### config.mk
export PLATFORM = sky130hd
export DESIGN_NAME = plic_lite
export DESIGN_NICKNAME = d
export VERILOG_FILES = /design/src/rtl/plic_pkg.sv /design/src/rtl/plic_gateway.sv /design/src/rtl/plic_lite.sv
export SDC_FILE = /design/constraint.sdc
export NUM_CORES = 1
export LEC_CHECK = 0
export CAP_MARGIN = 30
export CELL_PAD_IN_SITES_DETAIL_PLACEMENT = 0
export CELL_PAD_IN_SITES_GLOBAL_PLACEMENT = 1
export CORE_UTILIZATION = 33
export DETAILED_ROUTE_END_ITERATION = 10
export GPL_TIMING_DRIVEN = 0
export PLACE_DENSITY_LB_ADDON = 0.1
export SLEW_MARGIN = 25
export SYNTH_ARGS = -nofsm -noshare
export SYNTH_HDL_FRONTEND = slang
export SYNTH_SLANG_ARGS = --single-unit
### constraint.sdc
create_clock -name clk -period 8.3 [get_ports clk]
set_input_delay 1.245 -clock clk [delete_from_list [all_inputs] [get_ports clk]]
set_output_delay 1.245 -clock clk [all_outputs]
set_load 0.02 [all_outputs]
### src/rtl/plic_pkg.sv
// plic_pkg: shared definitions for the plic_lite interrupt controller.
//   - register byte offsets on the 10-bit bus port
//   - per-source gateway state encoding
//   - bit position of the machine external interrupt pending flag in mip
package plic_pkg;

    localparam logic [9:0] PRIO_BASE = 10'h000;
    localparam logic [9:0] PEND_OFF  = 10'h080;
    localparam logic [9:0] EN_OFF    = 10'h100;
    localparam logic [9:0] THR_OFF   = 10'h200;
    localparam logic [9:0] CLAIM_OFF = 10'h204;

    localparam int MEIP_BIT = 11;

    typedef enum logic [1:0] {
        GW_IDLE     = 2'd0,
        GW_PENDING  = 2'd1,
        GW_INFLIGHT = 2'd2
    } gw_state_t;

endpackage

### src/rtl/plic_gateway.sv
// plic_gateway: per-source interrupt gateway. Converts a level interrupt
// line into a single pending request and blocks further requests until
// software completes the one in flight.
//
// Ports:
//   clk      in   core clock
//   reset    in   synchronous active-high reset
//   irq      in   level interrupt line for this source
//   claim    in   this source is being claimed this cycle
//   complete in   a complete write naming this source this cycle
//   pending  out  registered pending flag (1 while in PENDING)
//
// state       | meaning
// ------------+--------------------------------------------------------
// GW_IDLE     | no request outstanding; a high line raises a request
// GW_PENDING  | request visible to the arbiter, waiting for a claim
// GW_INFLIGHT | claimed by software; line ignored until completed
module plic_gateway
    import plic_pkg::*;
(
    input  logic clk,
    input  logic reset,
    input  logic irq,
    input  logic claim,
    input  logic complete,
    output logic pending
);

    gw_state_t state;

    always_ff @(posedge clk) begin
        if (reset) begin
            state   <= GW_IDLE;
            pending <= 1'b0;
        end else begin
            case (state)
                GW_IDLE: begin
                    if (irq) begin
                        state   <= GW_PENDING;
                        pending <= 1'b1;
                    end
                end
                GW_PENDING: begin
                    // A claim beats a concurrent line change: the source
                    // always leaves PENDING for INFLIGHT here.
                    if (claim) begin
                        state   <= GW_INFLIGHT;
                        pending <= 1'b0;
                    end
                end
                GW_INFLIGHT: begin
                    if (complete) begin
                        state   <= GW_IDLE;
                        pending <= 1'b0;
                    end
                end
                default: begin
                    state   <= GW_IDLE;
                    pending <= 1'b0;
                end
            endcase
        end
    end

endmodule

### src/rtl/plic_lite.sv
// plic_lite: minimal platform-level interrupt controller.
// Gathers NSRC level interrupt lines (ID 0 reserved) through per-source
// gateways, arbitrates pending & enabled sources by priority above a
// threshold, and drives meip toward mip[MEIP_BIT] in the CSR file.
// Software claims (read) and completes (write) through the CLAIM register.
//
// Ports:
//   clk         in   core clock
//   reset       in   synchronous active-high reset
//   irq_src     in   level interrupt lines, bit 0 ignored
//   bus_valid   in   single-cycle register access request
//   bus_we      in   1 = write, 0 = read
//   bus_addr    in   byte offset, bits [1:0] ignored
//   bus_wdata   in   write data
//   bus_rdata   out  read data, one cycle after the request
//   bus_rvalid  out  read-data strobe
//   meip        out  machine external interrupt pending
module plic_lite
    import plic_pkg::*;
#(
    parameter int NSRC   = 8,
    parameter int PRIO_W = 3,
    parameter int ID_W   = 5
) (
    input  logic              clk,
    input  logic              reset,
    input  logic [NSRC-1:0]   irq_src,
    input  logic              bus_valid,
    input  logic              bus_we,
    input  logic [9:0]        bus_addr,
    input  logic [31:0]       bus_wdata,
    output logic [31:0]       bus_rdata,
    output logic              bus_rvalid,
    output logic              meip
);

    logic [PRIO_W-1:0] prio_q [NSRC];
    logic [NSRC-1:0]   en_q;
    logic [PRIO_W-1:0] thr_q;
    logic [NSRC-1:0]   pend;

    logic [ID_W-1:0]   best_id_q;
    logic [PRIO_W-1:0] best_prio_q;
    logic [ID_W-1:0]   win_id;
    logic [PRIO_W-1:0] win_prio;

    logic [9:0]  addr_w;
    logic [4:0]  prio_idx;
    logic        is_prio;
    logic        wr;
    logic        rd;
    logic        claim_rd;
    logic        cmpl_wr;
    logic [ID_W-1:0] cmpl_id;
    logic [31:0] rd_val;

    assign addr_w   = {bus_addr[9:2], 2'b00};
    assign prio_idx = bus_addr[6:2];
    assign is_prio  = (addr_w[9:7] == PRIO_BASE[9:7]) && ({27'd0, prio_idx} < 32'(NSRC));
    assign wr       = bus_valid &  bus_we;
    assign rd       = bus_valid & ~bus_we;
    assign claim_rd = rd && (addr_w == CLAIM_OFF);
    assign cmpl_wr  = wr && (addr_w == CLAIM_OFF);
    assign cmpl_id  = bus_wdata[ID_W-1:0];

    // Gateways. ID 0 has none; IDs >= NSRC never match a gateway, so an
    // out-of-range complete falls away naturally.
    assign pend[0] = 1'b0;

    for (genvar g = 1; g < NSRC; g++) begin : g_gw
        plic_gateway u_gw (
            .clk      (clk),
            .reset    (reset),
            .irq      (irq_src[g]),
            .claim    (claim_rd && (best_id_q == ID_W'(g))),
            .complete (cmpl_wr && (cmpl_id == ID_W'(g))),
            .pending  (pend[g])
        );
    end

    // Arbiter: seeding the running best with the threshold folds the
    // threshold compare into the search; the strict '>' keeps ties on
    // the lowest ID since IDs are scanned upward.
    always_comb begin
        win_id   = '0;
        win_prio = thr_q;
        for (int i = 1; i < NSRC; i++) begin
            if (pend[i] && en_q[i] && (prio_q[i] > win_prio)) begin
                win_id   = ID_W'(i);
                win_prio = prio_q[i];
            end
        end
    end

    // Read mux. CLAIM returns the registered winner, i.e. the arbitration
    // result from before any write in the same cycle.
    always_comb begin
        rd_val = '0;
        case (addr_w)
            PEND_OFF:  rd_val = 32'(pend);
            EN_OFF:    rd_val = 32'(en_q);
            THR_OFF:   rd_val = 32'(thr_q);
            CLAIM_OFF: rd_val = 32'(best_id_q);
            default: begin
                if (is_prio) begin
                    for (int i = 1; i < NSRC; i++) begin
                        if (prio_idx == 5'(i)) begin
                            rd_val = 32'(prio_q[i]);
                        end
                    end
                end
            end
        endcase
    end

    always_ff @(posedge clk) begin
        if (reset) begin
            for (int i = 0; i < NSRC; i++) begin
                prio_q[i] <= '0;
            end
            en_q        <= '0;
            thr_q       <= '0;
            best_id_q   <= '0;
            best_prio_q <= '0;
            meip        <= 1'b0;
            bus_rdata   <= '0;
            bus_rvalid  <= 1'b0;
        end else begin
            bus_rvalid  <= rd;
            bus_rdata   <= rd ? rd_val : 32'd0;

            best_id_q   <= win_id;
            best_prio_q <= (win_id != '0) ? win_prio : '0;
            meip        <= (win_id != '0);

            if (wr) begin
                if (addr_w == EN_OFF) begin
                    en_q <= {bus_wdata[NSRC-1:1], 1'b0};
                end
                if (addr_w == THR_OFF) begin
                    thr_q <= bus_wdata[PRIO_W-1:0];
                end
                for (int i = 1; i < NSRC; i++) begin
                    if (is_prio && (prio_idx == 5'(i))) begin
                        prio_q[i] <= bus_wdata[PRIO_W-1:0];
                    end
                end
            end
        end
    end

    // Bits with no function in this controller: sub-word address bits,
    // the reserved source line, upper write data and the winner priority,
    // which is kept registered for observation alongside best_id.
    logic unused_bits;
    assign unused_bits = ^{bus_addr[1:0], bus_wdata, irq_src[0], best_prio_q};

endmodule

---- Word-level counts from Yosys, hierarchy flattened ----
Memories as Yosys holds them, arrays and structs flattened.
Cells that the tools add are included.
word-level totals
  input bits .............................. 54
  RAM bits ................................ 24
  memories kept ........................... 1
  output and inout bits ................... 34
  word-level logic and storage cells ...... 272
  register bits after elaboration ......... 70
memory list
  memory  depth  width  read ports  clocked after memory_dff  wr ports  line             text
  prio_q  8      3      7           0                         8         plic_lite.sv:37  logic [PRIO_W-1:0] prio_q [NSRC];
cells by class
  bitwise operators ....................... 11
  reductions and logical operators ........ 57
  multiplexer cells ....................... 115
  magnitude comparators ................... 8
  equality and inequality tests ........... 60
operators by type and width
  cell                                                                   number
  32-bit two-way mux                                                     7
  32-bit one-hot mux with 4 select lines                                 1
  5-bit by 3-bit == test with 1-bit output (second input constant)       12
  1-bit two-way mux                                                      52
  2-bit two-way mux                                                      21
  3-bit two-way mux                                                      14
  2-bit one-hot mux with 3 select lines                                  7
  1-bit logical AND                                                      38
  5-bit by 2-bit == test with 1-bit output (second input constant)       6
  5-bit two-way mux                                                      6
  2-bit by 1-bit != test with 1-bit output (second input constant)       14
  3-bit greater-than comparator                                          7
  1-bit one-hot mux with 3 select lines                                  7
  3-bit AND reduction                                                    7
  8-bit == test (second input constant)                                  2
  5-bit by 1-bit == test with 1-bit output (second input constant)       3
  2-bit by 1-bit == test with 1-bit output (second input constant)       7
  2-bit == test (second input constant)                                  7
  2-bit zero test                                                        7
  2-bit != test (second input constant)                                  7
  8-bit by 6-bit == test with 1-bit output (second input constant)       1
  8-bit by 7-bit == test with 1-bit output (second input constant)       1
  1-bit bitwise OR                                                       7
  5-bit by 4-bit < comparator with 1-bit output (second input constant)  1
  6 further kinds                                                        9

---- Depth between registers and ports, before layout ----
An unclocked memory read counts as a cell.
  word-level depth ........................ 23
  depth in mapped cells ................... 42
  gate-level depth less buffers ........... 42

---- Hierarchy ----
A second synthesis with hierarchy kept.
unflattened totals
  cell total of the unflattened synthesis .. 415
  area, all modules ....................... 3679.8 µm²
by module, submodules not included
  module        area each (µm²)  cells each  instances
  plic_lite     3110.5           359         1
  plic_gateway  81.3             8           7

---- Worst setup path after synthesis ----
OpenSTA, ideal clock, no wires.
  kind .................................... flip-flop to flip-flop
  start ................................... reg thr_q[2]
  end ..................................... reg meip
  arrival time ............................ 7.810 ns
  clock period less this slack ............ 7.946 ns
  path buffers ............................ 0
  stages on the path, launching flop included .. 42
  required time ........................... 8.163 ns
  setup time .............................. 0.137 ns
  path slack .............................. 0.354 ns
  cells stage by stage .................... dfxtp_1 > inv_1 > ha_1 > nor2_1 > a31oi_2 > nand2_1 > o21ai_0 > ha_1 > nor2_1 > a31oi_1 > o21ai_0 > and3_1 > nor2_1 > ha_1 > nor2_1 > inv_1 > o2111ai_1 > and4b_1 > (+6 left out) > ha_1 > nor2_1 > a41o_1 > nor2b_1 > mux2_4 > ha_1 > inv_1 > a21o_1 > a21oi_1 > a311oi_1 > nor2_1 > a21oi_1 > ha_1 > nor2b_1 > o21a_1 > o2111ai_1 > nor2b_1 > a41oi_1
between the ends
  cells in the longest elaborated chain, start to end .. 22
  elaborated cells between the ends (all ways) .. 28
  classes of those cells .................. 7 x order compare; 13 x mux; 8 x reduce/logical
ends and longest elaborated chain
  item                           line              text
  from (decl)                    plic_lite.sv:39   logic [PRIO_W-1:0] thr_q;
  from (signal assigned)         plic_lite.sv:141  thr_q <= bus_wdata[PRIO_W-1:0];
  3-bit greater-than comparator  plic_lite.sv:88   if (pend[i] && en_q[i] && (prio_q[i] > win_prio)) begin
  1-bit logical AND              plic_lite.sv:88
  3-bit two-way mux              plic_lite.sv:88
  3-bit greater-than comparator  plic_lite.sv:88
  1-bit logical AND              plic_lite.sv:88
  3-bit two-way mux              plic_lite.sv:88
  3-bit greater-than comparator  plic_lite.sv:88
  1-bit logical AND              plic_lite.sv:88
  (+6 left out)                  n/a
  3-bit two-way mux              plic_lite.sv:88
  3-bit greater-than comparator  plic_lite.sv:88
  1-bit logical AND              plic_lite.sv:88
  3-bit two-way mux              plic_lite.sv:88
  3-bit greater-than comparator  plic_lite.sv:88
  1-bit logical AND              plic_lite.sv:88
  5-bit two-way mux (*)          plic_lite.sv:88
  5-bit nonzero test (*)         plic_lite.sv:134  meip <= (win_id != '0);
  to (signal assigned)           plic_lite.sv:134
  to (decl)                      plic_lite.sv:34   output logic meip
Every way passes the cells marked *; elsewhere a longest branch is shown, timed or not.
A chain may end at the register's enable or synchronous reset.

==> metrics.txt <==
status=complete, no violations; top cells by count, synth=nor2_1, dfxtp_1, nand2_1, buf_4, edfxtp_1; largest net degree at the start of global routing=11; post-synth top area share=20.4%; total vias in the final route=3316; Synth Instances=421; n_diodes=0; Max H-tree Level=3; final setup vio count=0; Die H=107 um; FFs w/ async S/R, synth=0%; Worst IR Drop VDD=0.0897 mV; CTS tree=yes; Synth area leader=dfxtp_1; Synth Area per Inst=8.63 um^2; synth top area cells=dfxtp_1, edfxtp_1, nor2_1; PwrDens=149 nW/um^2; startpoint type of the worst setup path=register; most common cell in the netlist=nor2_1; starting density of the core=34.6%; sequential fraction of design power=44.6%; Crit-path slowest cell=edfxtp_1; area added between synthesis and finish=30.5%; transition time of the tightest slew-check pin=0.930 ns; die area=11400 um^2; synthesis-stage register bit count=58; Slew HR=37.5%; Placement Setup Slack=-0.811 ns; Routed Antenna Nets=0; first-pass GRT wire length=17.0 mm; Pre-antenna DRT Iters=5; routability cong.=0.840; yosys synthesis warning count=0; Worst-path clk slew=0.07 ns; Sw Pwr=0.174 mW; Netlist Area Pre-Place=3630 um^2; internal power=0.532 mW; vias per cell=5.13; CP arrival=8.16 ns; Peak Freq=0.125 GHz; initial drt markers=217; Synth Area in Compound Gates=16.7%; clock tree buffer depth=2; worst hold path type=reg2reg; clock root buffer=clkbuf_8; DIE WIDTH=107 um; post-synthesis adder-cell area fraction=4.48%; clock network power share=43.1%; leakage power total=2.02 nW; min Tclk post-route=7.97 ns; number of global-route vias before repair=3188; # rows=37; fin util=45.1%; Slew Limit Fails=0; # DRC=0; Top FF cell, synth=dfxtp_1; number of cells in the finished layout apart from fillers=647; final hold viol count=0; fin crit share=96.0%; number of flops mapped to enable cells by yosys=21; GR Overflow Total=0; clk_lat worst skew=0.34 ns; kind of critical path=reg2reg; synth unique cells=66; sequential-to-total area share from yosys stat=37.7%; IO Port Bufs=34; nets=573; clk_skew=0.0113 ns; layout cells sized above 1=18.8%; Clock Sinks=58; max incr delay on CP=0.46 ns; main combinational cell family by area after synthesis=simple AND/OR/NAND/NOR gates; final wirelength=11.1 mm; Net Sw Frac=24.7%; WP data required=8.49 ns; Routed wire per std cell=17.2 um; crit-path max FO=5; core area=10500 um^2; post-synthesis mux area share=7.02%; Post-Synth Simple-Gate Area=25.8%; Global Route Usage Sum=20.0%; CP most frequent cell=ha_1; worst setup margin=0.329 ns; CTS Buf Count=9; placed cell count=614; Worst setup EP type=register; Logic pwr share=12.3%; post-DP HPWL=8.51 mm; total of max-cap violations=0; Final Power=0.706 mW; xor/xnor cell area share of the yosys netlist=0%; initial antenna violation count=0; IO Pins=88
==> through the flow <==
stage | TNS (ns) | hold slack (ns) | cell area [um^2]
final | 0 | 0.436 | 4740
after global routing | -0.222 | 0.466 | 4740
after CTS | 0 | 0.443 | 4540
after detailed placement | -2.96 | 0.437 | 4240
after global placement | -3.09 | 0.431 | 4230
after floorplan | 0 | 0.422 | 3720
==> logic make-up after synthesis <==
| logic type | count (synthesis) |
|---|---|
| other cells | 1 |
| simple gates | 187 |
| mux | 23 |
| compound gates | 84 |
| fa+ha+maj | 13 |
| flops | 58 |
| buf+inv | 55 |
==> critical path: cells and delay by family, from the launching register on <==
kind	cells	cell delay, ns
fa+ha+maj	7	1.82
compound gates	15	2.49
mux	2	0.64
buf+inv	3	0.31
simple gates	15	2.08
flops	1	0.46
==> state kept, by name (all words and copies together), names as in the netlist <==
name,flops
best_id_q,3
bus_rdata,8
bus_rvalid,1
en_q,7
g_gw.u_gw.pending,3
g_gw.u_gw.state,11
meip,1
prio_q,21
thr_q,3
==> cells in the final DEF, fill, tap and decap left out, drive strengths merged, types with 4 or more instances in the layout <==
| cell | instances |
|---|---|
| nand3 | 18 |
| edfxtp | 21 |
| mux2i | 18 |
| nand2b | 10 |
| a22oi | 11 |
| and2 | 6 |
| nand2 | 28 |
| a31oi | 8 |
| inv | 20 |
| ha | 13 |
| dfxtp | 37 |
| nor2b | 9 |
| conb | 24 |
| nor2 | 69 |
| nor4 | 8 |
| mux2 | 4 |
| or3 | 5 |
| clkbuf | 23 |
| clkdlybuf4s50 | 34 |
| a21oi | 21 |
| nor3 | 10 |
| and3 | 14 |
| o2111ai | 4 |
| buf | 42 |
| o21ai | 10 |
==> cell type report <==
type                       instances  area (um^2)
buffer                            35          221
clock buffer                      13          201
clock inverter                     3         40.0
fill                            1070         5760
inverter                          20         75.1
multi-input combinational        331         2190
sequential                        58         1380
tap                              136          170
timing repair buffer              51          468
==> repair_timing <==
item / CTS / global route
endpoints found under the setup margin: 4 / 4
buffers inserted: 4 / 13
resized for setup: 9 / 21
hold endpoints to repair: 0 / 0
hold buffers: 0 / 0
pin swaps: 2 / 16
==> worst paths after layout <==
| kind | from | end | slack (ns) | cells past startpoint |
|---|---|---|---|---|
| worst max-delay path | prio_q[0][4]$_SDFFCE_PN0P_ | best_id_q[2]$_SDFF_PP0_ | 0.33 | 42 |
| worst min-delay path | g_gw[3].u_gw.state[1]$_SDFFE_PP0P_ | g_gw[3].u_gw.pending$_SDFFE_PP0P_ | 0.44 | 1 |
| worst max register to register | prio_q[0][4]$_SDFFCE_PN0P_ | best_id_q[2]$_SDFF_PP0_ | 0.33 | 42 |
| worst min register to register | g_gw[3].u_gw.state[1]$_SDFFE_PP0P_ | g_gw[3].u_gw.pending$_SDFFE_PP0P_ | 0.44 | 1 |
==> metal layers <==
metal | global-route usage (%) | share of wire (%) | vias to the layer above
met1 | 24.9 | 46 | 1567
met2 | 34.8 | 50 | 78
met5 | 0 | 0 | -
li1 | - | - | 1656
met4 | 7.34 | 1.6 | 0
met3 | 2.98 | 3.3 | 15
==> power groups by stage <==
stage,logic (mW),registers [mW],clock network (mW)
3_5_place_dp,0.0784,0.321,0
2_1_floorplan,0.0510,0.316,0
5_1_grt,0.0940,0.316,0.322
4_1_cts,0.0805,0.314,0.309
6_report,0.0867,0.314,0.304
3_3_place_gp,0.0776,0.321,0
(Power assumes the default switching activity.)
